**config.mk**
```make
export PLATFORM = sky130hd
export DESIGN_NAME = fldexp_pipe
export DESIGN_NICKNAME = d
export VERILOG_FILES = /design/src/rtl/fldexp_pipe.sv
export SDC_FILE = /design/constraint.sdc
export NUM_CORES = 1
export LEC_CHECK = 0
export CORE_MARGIN = 2
export CORE_UTILIZATION = 50
export DETAILED_ROUTE_END_ITERATION = 8
export PLACE_DENSITY = 0.9
export SLEW_MARGIN = 20
export SYNTH_ARGS = -nofsm -noshare
export SYNTH_HDL_FRONTEND = slang
export SYNTH_SLANG_ARGS = --single-unit
```
**constraint.sdc**
```tcl
create_clock -name clk -period 7.16 [get_ports clk]
set_clock_uncertainty 0.15 [all_clocks]
set_input_delay 2.148 -clock clk [delete_from_list [all_inputs] [get_ports clk]]
set_output_delay 2.148 -clock clk [all_outputs]
set_load 0.01 [all_outputs]
```
**src/rtl/fldexp_pipe.sv**
```systemverilog
// fldexp_pipe -- two-stage valid/ready pipeline computing y = x * 2^k for an
// IEEE-754 single-precision operand x and a signed integer exponent k.
// The scaling is exact: only the biased exponent changes. Results that
// would become denormal are flushed to signed zero (unf), and results that
// would leave the finite range saturate to signed infinity (ovf). Zero or
// denormal inputs give signed zero. Inf/NaN inputs pass through unchanged.
//
// Ports:
//   clk        rising-edge clock
//   rst        synchronous active-high reset
//   in_valid   upstream presents x,k
//   in_ready   block accepts x,k this cycle
//   x          IEEE-754 single operand
//   k          signed power-of-two exponent (KW bits, two's complement)
//   out_valid  y, ovf, unf are valid
//   out_ready  downstream accepts the result
//   y          IEEE-754 single result
//   ovf        result saturated to infinity
//   unf        a normal input was flushed to zero
module fldexp_pipe #(
   parameter int KW = 9
) (
   input  logic          clk,
   input  logic          rst,
   input  logic          in_valid,
   output logic          in_ready,
   input  logic [31:0]   x,
   input  logic [KW-1:0] k,
   output logic          out_valid,
   input  logic          out_ready,
   output logic [31:0]   y,
   output logic          ovf,
   output logic          unf
);

   // Width of the scaled exponent: holds 0..255 plus any KW-bit k without wrap.
   localparam int TW = KW + 2;
   localparam logic signed [TW-1:0] T_ZERO = '0;
   localparam logic signed [TW-1:0] T_SAT  = TW'(255);

   // Exponent rewrite with flush-to-zero and saturate-to-infinity.
   // Returns {ovf, unf, y}; branch order sets the precedence.
   function automatic logic [33:0] scale_exp(
      input logic                 s,
      input logic [7:0]           e,
      input logic [22:0]          m,
      input logic signed [TW-1:0] t
   );
      logic [33:0] r;
      r = {2'b00, s, 31'b0};
      if (e == 8'd0)
         r = {2'b00, s, 31'b0};
      else if (e == 8'hFF)
         r = {2'b00, s, e, m};
      else if (t <= T_ZERO)
         r = {2'b01, s, 31'b0};
      else if (t >= T_SAT)
         r = {2'b10, s, 8'hFF, 23'b0};
      else
         r = {2'b00, s, t[7:0], m};
      return r;
   endfunction

   logic                 vld_p1;
   logic                 s_p1;
   logic [7:0]           e_p1;
   logic [22:0]          m_p1;
   logic signed [TW-1:0] t_p1;

   logic                 vld_p2;
   logic [31:0]          y_p2;
   logic                 ovf_p2;
   logic                 unf_p2;

   logic                 load_p1;
   logic                 load_p2;
   logic signed [TW-1:0] t_in;
   logic [33:0]          cls_p1;

   // A stage advances when it is empty or the stage after it advances.
   always_comb begin
      load_p2  = !vld_p2 || out_ready;
      load_p1  = !vld_p1 || load_p2;
      in_ready = load_p1;
   end

   always_comb begin
      t_in = $signed({{(KW-6){1'b0}}, x[30:23]}) + $signed({{2{k[KW-1]}}, k});
   end

   // ---- stage 1: split operand, form scaled exponent ----
   always_ff @(posedge clk) begin
      if (rst)
         vld_p1 <= 1'b0;
      else if (load_p1)
         vld_p1 <= in_valid;
   end

   always_ff @(posedge clk) begin
      if (load_p1 && in_valid) begin
         s_p1 <= x[31];
         e_p1 <= x[30:23];
         m_p1 <= x[22:0];
         t_p1 <= t_in;
      end
   end

   always_comb begin
      cls_p1 = scale_exp(s_p1, e_p1, m_p1, t_p1);
   end

   // ---- stage 2: classify and register the result ----
   // The result registers are cleared by reset so y reads zero afterwards.
   always_ff @(posedge clk) begin
      if (rst) begin
         vld_p2 <= 1'b0;
         y_p2   <= 32'h0;
         ovf_p2 <= 1'b0;
         unf_p2 <= 1'b0;
      end else if (load_p2) begin
         vld_p2 <= vld_p1;
         if (vld_p1) begin
            ovf_p2 <= cls_p1[33];
            unf_p2 <= cls_p1[32];
            y_p2   <= cls_p1[31:0];
         end
      end
   end

   always_comb begin
      out_valid = vld_p2;
      y         = y_p2;
      ovf       = ovf_p2;
      unf       = unf_p2;
   end

endmodule

```
# Yosys cells after proc, flatten, opt, wreduce, memory -nomap -nowiden
# Index checks and enable logic that the tools add are counted.
dict set report totals {
  regBits 79
  in_bits 45
  word_cells 24
}
dict set report classes {
  add_sub_neg 1
  n_lt_le_gt_ge 2
  n_eq_ne 1
  mux 4
  reduce_logical 7
}
# op n
set op_table {}
lappend op_table {{two-way mux 34 bit} 4}
lappend op_table {{greater-or-equal comparator 11 x 9 -> 1 bit (second input constant)} 1}
lappend op_table {{less-or-equal comparator 11 x 1 -> 1 bit (second input constant)} 1}
lappend op_table {{adder 9 x 9 -> 10 bit} 1}
lappend op_table {{== test 8 bit (second input constant)} 1}
lappend op_table {{zero test 8 bit} 1}
lappend op_table {{zero test 1 bit} 2}
lappend op_table {{logical OR 1 bit} 2}
lappend op_table {{AND reduction 2 bit} 1}
lappend op_table {{logical AND 1 bit} 1}

# Longest topological paths before layout
# Gate-level depths: netlist of run 1.
dict set report logic_depth {
  depth_word 5
  depth_mapped 6
}

# Least setup slack after synthesis of run 1
# Ideal clock, no wire load.
dict set report synth_path {
  kind {input to output}
  from {in out_ready}
  to {out in_ready}
  t_arrival_ps 2457
  t_required_ps 4862
  slack_ps 2405
  stages 2
  n_path_buf 0
  path_cell_list {nor2b_1 -> nand2_1}
}
dict set report synth_via {
  elab_chain_len 2
}
# item line_no
set synth_rtl {}
lappend synth_rtl {{start, declared} 30} ;# input logic out_ready,
lappend synth_rtl {{logical OR 1 bit} 82} ;# load_p2 = !vld_p2 || out_ready;
lappend synth_rtl {{logical OR 1 bit} 83} ;# load_p1 = !vld_p1 || load_p2;
lappend synth_rtl {{end, declared} 26} ;# output logic in_ready,
# Every way passes these cells.

# Worst setup path after layout of run 1
# Same ends and word-level chain as after synthesis.

==> results.cfg, run 1 <==
[synthesis]
seq_area_frac_synth = 0.610
netlist_top_cells_count = 42 x edfxtp_1, 38 x nand2_1, 36 x dfxtp_1, 27 x inv_1, 22 x o41ai_2
netlist_top_cells_area = edfxtp_1 39%, dfxtp_1 22%, o41ai_2 11%, nand2_1 4.4%, inv_1 3.1%
synth_top_cell_area_share = 0.388
ys.flop_type = edfxtp_1
async_reset_ff_frac = 0
ys_types = 41
syn_nets = 313
synth.most_common_cell = edfxtp_1
synthCells = 259
synth_edf_count = 42
yosys_warnings = 0
synth_area_mm2 = 0.00325
synth.avg_cell_area_um2 = 12.5
synth_seq_cells = 78
yosysTopAreaCell = edfxtp_1

[critical_path]
crit_chain = clkdlybuf4s50_1 -> nor2b_1 -> nand2_1 -> clkdlybuf4s50_1
critical_path.max_fanout = 3
required_ns = 4.86
r2r_start = e_p1[1]$_DFFE_PP_
r2r_slack_ns = 4.99
crit_family = buffers and inverters
crit_arrival_ns = 3.39
crit_buf_inv = 2
cpPeakStageDelay_ns = 0.50
path_common_cell = clkdlybuf4s50_1
critical_path_class = input pin to output pin
reg2reg_to = y[16]$_SDFFE_PP0P_
cp-start-kind = input pin
r2r_cells = 5
critPathSlowestCell = clkdlybuf4s50_1
crit_path_end_kind = output pin

[clock_network]
clk_pin_slew_worst_paths_ns = 0.07
cts-root-buf = clkbuf_8
post_cts_buffers = 0
post_cts_resized = 0
cts_tree = built
htreeDepth = 3
clockBufferDepth = 2
clock_sinks = 78
numCtsBuffers = 9
hold_buffers = 0
clk_latency_ns = 0.35

[floorplan]
initial_core_util = 0.515
rows = 29
io_pins = 81
dieArea_mm2 = 0.00716
die_w_um = 84.6
coreArea_mm2 = 0.00631
die_h_um = 84.6

[sta]
period_needed_ns = 5.68
slew_viol_final = 0
max_freq_mhz = 176
fin_crit_sh = 0.794
hold_viol_final = 0
rsz0062_at_grt = no
postLayoutSetupSlackWorst_ns = 1.48
setup_viol = 0
setup-tns-final_ns = 0
max-slew-margin-rel = 0.330
worstMarginPinSlew_ns = 1.01

[routing]
wl_um = 6810
viasPerCell = 5.43
drtIter0Drc = 85
drtPass1Iterations = 4
routedWlPerCell_um = 16.1
route.detailed.drc = 0
num_vias = 2293
postRouteAntennaNets = 0

[hold_path]
hold_depth = 2
worstHoldStart = y[6]$_SDFFE_PP0P_
min_to = y[6]$_SDFFE_PP0P_
hp-class = flop to flop

[power_and_ir_drop]
peakVddDrop_mv = 0.131
p_leak_nw = 1.69
p_per_area_mw_per_mm2 = 229

[outcome]
status = completed

[placement]
place_area_mm2 = 0.00411
portBuffers = 80
place.gp.congestion = 0.783
place_ws_ns = 1.47
place_hpwl_um = 4700

[global_route]
overflow = 0
antenna_found_initial = 0
grt_use_total = 0.200
grt_pass1_wl_um = 11100
grt_max_degree = 43
grt_pass1_vias = 2275

[cells_and_area]
utilization = 0.692
drive_above_1_share = 0.145
final_cell_area_mm2 = 0.00437
antenna_cells = 0
fin_nets = 394
syn2layout_area_growth_pct = 34.4

[job]
maxCapViolCount = 0
[cells in the final DEF, fill, tap and decap left out, types with 2 or more instances in the layout]
cell	synthesis	final
edfxtp_1	42	42
o22a_1	2	2
nand4_1	2	2
o21ai_0	2	2
clkinv_2	0	2
clkinvlp_4	0	2
bufinv_16	0	2
dfxtp_1	36	36
xnor2_1	4	4
nor3_1	2	2
nor2_1	5	4
clkdlybuf4s50_1	0	79
nand2_1	38	38
a221oi_1	8	8
nor2b_1	2	2
inv_1	27	27
nand3_1	3	3
nor4_1	3	3
and4_1	2	2
clkbuf_8	0	10
ha_1	8	8
o41ai_2	22	22
a21oi_1	17	16
xor2_1	3	3
[flip-flops by register name, summed over array words and instances, names as in the netlist, 8 cells and up]
register,cells
m_p1,23
y,32
t_p1,10
e_p1,8
[cell families after synthesis]
kind of cell	share of synthesized area
AO/OA/AOI/OAI	0.199
XOR/XNOR	0.0189
adder cells (fa/ha/maj)	0.0370
buffers and inverters	0.0504
flip-flops	0.610
AND/OR/NAND/NOR	0.0847
[how the worst max path moves through the flow]
stage / startpoint / to / slack, ns / depth (start not counted)
after global placement: out_ready / in_ready / 1.52 / 4
after global routing: out_ready / in_ready / 1.38 / 4
after floorplan: out_ready / in_ready / 2.40 / 2
after CTS: out_ready / in_ready / 1.48 / 4
after detailed placement: out_ready / in_ready / 1.47 / 4
final: out_ready / in_ready / 1.48 / 4
[worst min-delay path: cells and delay by family (launching register included)]
family,cells,cell delay [ns]
compound gates,1,0.05
flops,1,0.33
simple gates,1,0.05
[per-stage QoR]
stage	cells	hold WS [ns]	power [W]
2_1_floorplan	259	0.331	0.000589
3_3_place_gp	405	0.278	0.000641
3_5_place_dp	405	0.295	0.000646
4_1_cts	421	0.312	0.00100
5_1_grt	422	0.330	0.00104
6_report	422	0.310	0.00100
[layer usage]
metal	wire length, um	vias up	global-route usage	share of wire
li1	-	1116	-	-
met1	2840	1089	0.246	0.42
met2	3520	80	0.336	0.52
met3	352	8	0.0442	0.052
met4	104	0	0.0952	0.015
met5	0	-	0	0
[where the power goes]
| part | switching (W) | internal, W | total (W) |
|---|---|---|---|
| clock network | 0.000157 | 0.000204 | 0.000361 |
| registers | 0.0000132 | 0.000501 | 0.000514 |
| logic | 0.0000652 | 0.0000595 | 0.000125 |
[final cells by class]
cell class / count / area (um^2)
inverters: 28 / 105
clock inverters: 6 / 85.1
clock buffers: 10 / 138
well taps: 77 / 96.3
multi-input cells: 141 / 1130
fillers: 466 / 1950
repair buffers: 82 / 831
flip-flops and latches: 78 / 1980
Note: power is estimated with default switching activity, not from simulation.
==> inputs of run 2 (changes only) <==
- CORE_UTILIZATION: 50 -> 49
- PLACE_DENSITY: 0.9 -> 0.89
- clock period: 7.16 -> 5.8 ns (I/O delays scaled with it)
==> results.cfg, run 2 (same netlist as run 1, synthesis figures left out) <==
[outcome]
status = completed

[hold_path]
min_to = unf$_SDFFE_PP0P_
worstHoldStart = unf$_SDFFE_PP0P_
hold_depth = 2
hp-class = flop to flop

[power_and_ir_drop]
p_per_area_mw_per_mm2 = 285
peakVddDrop_mv = 0.196
p_leak_nw = 1.70
p_total_w = 0.00125

[cells_and_area]
drive_above_1_share = 0.145
antenna_cells = 0
syn2layout_area_growth_pct = 34.7
final_cell_mix = 79 x clkdlybuf4s50_1, 42 x edfxtp_1, 38 x nand2_1, 36 x dfxtp_1, 27 x inv_1
layout_commonest_cell = clkdlybuf4s50_1
final_cell_area_mm2 = 0.00438
utilization = 0.685
largest_register_ffs = 32
multiInputGateArea_mm2 = 0.00113
ff_latch_area_mm2 = 0.00198
fin_nets = 394
nFillCells = 459

[critical_path]
critical_path_class = input pin to output pin
reg2reg_to = y[28]$_SDFFE_PP0P_
r2r_cells = 5
required_ns = 3.91
crit_arrival_ns = 2.97
crit_path_end_kind = output pin
r2r_slack_ns = 3.61
cp-start-kind = input pin
critical_path.max_fanout = 3
r2r_start = t_p1[5]$_DFFE_PP_

[floorplan]
dieArea_mm2 = 0.00730
rows = 29
coreArea_mm2 = 0.00639
die_h_um = 85.4
io_pins = 81
initial_core_util = 0.509
die_w_um = 85.4

[routing]
wl_um = 6750
postRouteAntennaNets = 0
routedWlPerCell_um = 16.0
route.detailed.drc = 0
num_vias = 2320
viasPerCell = 5.50
drtIter0Drc = 92
drtPass1Iterations = 4

[sta]
hold_viol_final = 0
setup-tns-final_ns = 0
worstMarginPinSlew_ns = 0.996
slew_viol_final = 0
holdWs_ns = 0.311
fin_crit_sh = 0.838
rsz0062_at_grt = no
period_needed_ns = 4.86
max-slew-margin-rel = 0.336
setup_viol = 0
max_freq_mhz = 206

[placement]
place_hpwl_um = 4600
place_area_mm2 = 0.00411
portBuffers = 80
place.gp.congestion = 0.824

[global_route]
antenna_found_initial = 0
overflow = 0
grt_max_degree = 43
grt_pass1_wl_um = 11000
grt_pass1_vias = 2373
grt_use_total = 0.194

[clock_network]
post_cts_resized = 0
clock_sinks = 78
cts-root-buf = clkbuf_8
clk_pin_slew_worst_paths_ns = 0.07
numCtsBuffers = 9
hold_buffers = 0
htreeDepth = 3
cts_tree = built
post_cts_buffers = 0
clk_latency_ns = 0.34
clockBufferDepth = 2

[job]
maxCapViolCount = 0
## run 2: per-stage QoR
step	setup slack, ns	instances
after floorplan	1.86	259
after global placement	0.975	405
after detailed placement	0.961	405
after CTS	0.948	421
after global routing	0.866	422
final	0.941	422
## run 2: worst max path at each step
| stage | from | to | cells past startpoint |
|---|---|---|---|
| 4_1_cts | out_ready | in_ready | 4 |
| 5_1_grt | out_ready | in_ready | 4 |
| 3_5_place_dp | out_ready | in_ready | 4 |
| 6_report | out_ready | in_ready | 4 |
| 2_1_floorplan | out_ready | in_ready | 2 |
| 3_3_place_gp | out_ready | in_ready | 4 |
## run 2: worst max-delay path, stage by stage
cell and delay, ns:
clkdlybuf4s50_1 0.41, nor2b_1 0.22, nand2_1 0.10, clkdlybuf4s50_1 0.49
## run 2: metal layers
layer	part of all wire	vias to the layer above	GRT usage
met4	0.014	0	0.0880
met2	0.51	64	0.331
met1	0.43	1129	0.233
met5	0	-	0
li1	-	1119	-
met3	0.049	8	0.0467
## run 2: final cells by class
cell class,instances,area share
Clock inverter,5,0.0186
Tap cell,77,0.0220
Sequential cell,78,0.453
Timing Repair Buffer,82,0.190
Inverter,28,0.0240
Multi-Input combinational cell,141,0.258
Clock buffer,11,0.0346
## run 2: power breakdown
group | internal [W] | leakage (nW) | switching, W
registers | 0.000618 | 0.703 | 0.0000162
clock network | 0.000266 | 0.116 | 0.000195
logic | 0.0000734 | 0.881 | 0.0000806
==> inputs of run 3 (changes only) <==
- clock period: 5.8 -> 5.02 ns (I/O delays scaled with it)
==> results.cfg, run 3 (same netlist as run 1, synthesis figures left out) <==
[outcome]
status = completed

[cells_and_area]
fin_nets = 394
antenna_cells = 0
drive_above_1_share = 0.139
nFillCells = 469
final_cell_mix = 79 x clkdlybuf4s50_1, 42 x edfxtp_1, 38 x nand2_1, 36 x dfxtp_1, 27 x inv_1
largest_register_ffs = 32
syn2layout_area_growth_pct = 34.2
layout_commonest_cell = clkdlybuf4s50_1
utilization = 0.683

[routing]
wl_um = 6450
viasPerCell = 5.41
drt-met1-wl_um = 2610
num_vias = 2285
top_layer_used = met4
route.detailed.drc = 0
postRouteAntennaNets = 0
routedWlPerCell_um = 15.3
wl_met2_um = 3350
drtIter0Drc = 101
route.met3.wl_um = 451
drtPass1Iterations = 6

[power_and_ir_drop]
pwr-share-clk = 0.354
p_leak_nw = 1.69
seqPwrFrac = 0.521
p_comb_frac = 0.125
p_total_w = 0.00141
p_sw_frac = 0.232
peakVddDrop_mv = 0.230
p_per_area_mw_per_mm2 = 323
internal_power_w = 0.00108
p_switching_w = 0.000327

[critical_path]
crit_end = in_ready
crit_chain = clkdlybuf4s50_1 -> nor2b_1 -> nand2_1 -> clkdlybuf4s50_1
path_common_cell = clkdlybuf4s50_1
critical_path_class = input pin to output pin
crit_buf_inv = 2
critPathSlowestCell = clkdlybuf4s50_1
cpPeakStageDelay_ns = 0.50
startpoint = out_ready
r2r_slack_ns = 2.85
worstSetupPathDepth = 4
r2r_start = t_p1[5]$_DFFE_PP_
required_ns = 3.36
crit_family = buffers and inverters
critical_path.max_fanout = 3
r2r_cells = 5
crit_arrival_ns = 2.74
crit_path_end_kind = output pin
reg2reg_to = y[3]$_SDFFE_PP0P_
cp-start-kind = input pin

[sta]
slew_viol_final = 0
setup_viol = 0
hold_viol_final = 0
setup-tns-final_ns = 0
max-slew-margin-rel = 0.326
max_freq_mhz = 227
worstMarginPinSlew_ns = 1.01
fin_crit_sh = 0.876
period_needed_ns = 4.40
holdWs_ns = 0.308
rsz0062_at_grt = no

[placement]
place_hpwl_um = 4440
portBuffers = 80
place.gp.congestion = 0.811

[floorplan]
io_pins = 81
die_w_um = 85.4
coreArea_mm2 = 0.00639
die_h_um = 85.4
initial_core_util = 0.509
rows = 29
dieArea_mm2 = 0.00730

[clock_network]
clk_pin_slew_worst_paths_ns = 0.07
cts-root-buf = clkbuf_8
hold_buffers = 0
post_cts_buffers = 0
numCtsBuffers = 9
clk_latency_ns = 0.34
clock_sinks = 78
clockBufferDepth = 2
htreeDepth = 3
cts_tree = built
post_cts_resized = 0

[global_route]
grt_pass1_wl_um = 10200
grt_use_total = 0.181
grt_pass1_vias = 2243
antenna_found_initial = 0
overflow = 0
grt_max_degree = 43

[job]
maxCapViolCount = 0

[hold_path]
hp-class = flop to flop
## run 3: cell counts in the layout (fill, tap and decap cells not counted)
Identical to the previous run, type by type.
## run 3: worst min path at each step
stage	startpoint	endpoint	cells after the start
global placement	y[6]$_SDFFE_PP0P_	y[6]$_SDFFE_PP0P_	2
floorplan	unf$_SDFFE_PP0P_	unf$_SDFFE_PP0P_	2
finish	y[6]$_SDFFE_PP0P_	y[6]$_SDFFE_PP0P_	2
CTS	y[6]$_SDFFE_PP0P_	y[6]$_SDFFE_PP0P_	2
global route	y[14]$_SDFFE_PP0P_	y[14]$_SDFFE_PP0P_	2
detailed placement	y[21]$_SDFFE_PP0P_	y[21]$_SDFFE_PP0P_	2
## run 3: through the flow
step / area, um^2 / cells / setup slack, ns
after floorplan: 3250 / 259 / 1.55
after global placement: 4110 / 405 / 0.663
after detailed placement: 4110 / 405 / 0.641
after CTS: 4330 / 421 / 0.625
after global routing: 4360 / 422 / 0.562
final: 4360 / 422 / 0.622
## run 3: power by group through the flow
stage / Sequential, W / Clock, W / Combinational, W
final: 0.000733 / 0.000498 / 0.000176
after CTS: 0.000733 / 0.000511 / 0.000174
after global routing: 0.000736 / 0.000537 / 0.000193
after detailed placement: 0.000747 / 0 / 0.000174
after global placement: 0.000745 / 0 / 0.000169
after floorplan: 0.000747 / 0 / 0.0000931
## run 3: worst reg2reg max path, delay by kind of cell, from the launching register on
family / cells / cell delay [ns]
AO/OA/AOI/OAI: 3 / 0.90
flip-flops: 1 / 0.43
AND/OR/NAND/NOR: 1 / 0.29
buffers and inverters: 1 / 0.24
## run 3: metal layers
layer  vias up  track usage
met5         -            0
met4         0       0.0577
met3         4       0.0700
met2        71        0.315
met1      1092        0.204
li1       1118            -
## run 3: final cells by class
cell class	count	area, um^2	area share
clock buffer	11	131	0.0301
clock inverter	5	85.1	0.0195
inverter	28	105	0.0241
multi-input combinational	141	1130	0.259
sequential	78	1980	0.455
tap	77	96.3	0.0221
timing repair buffer	82	831	0.191
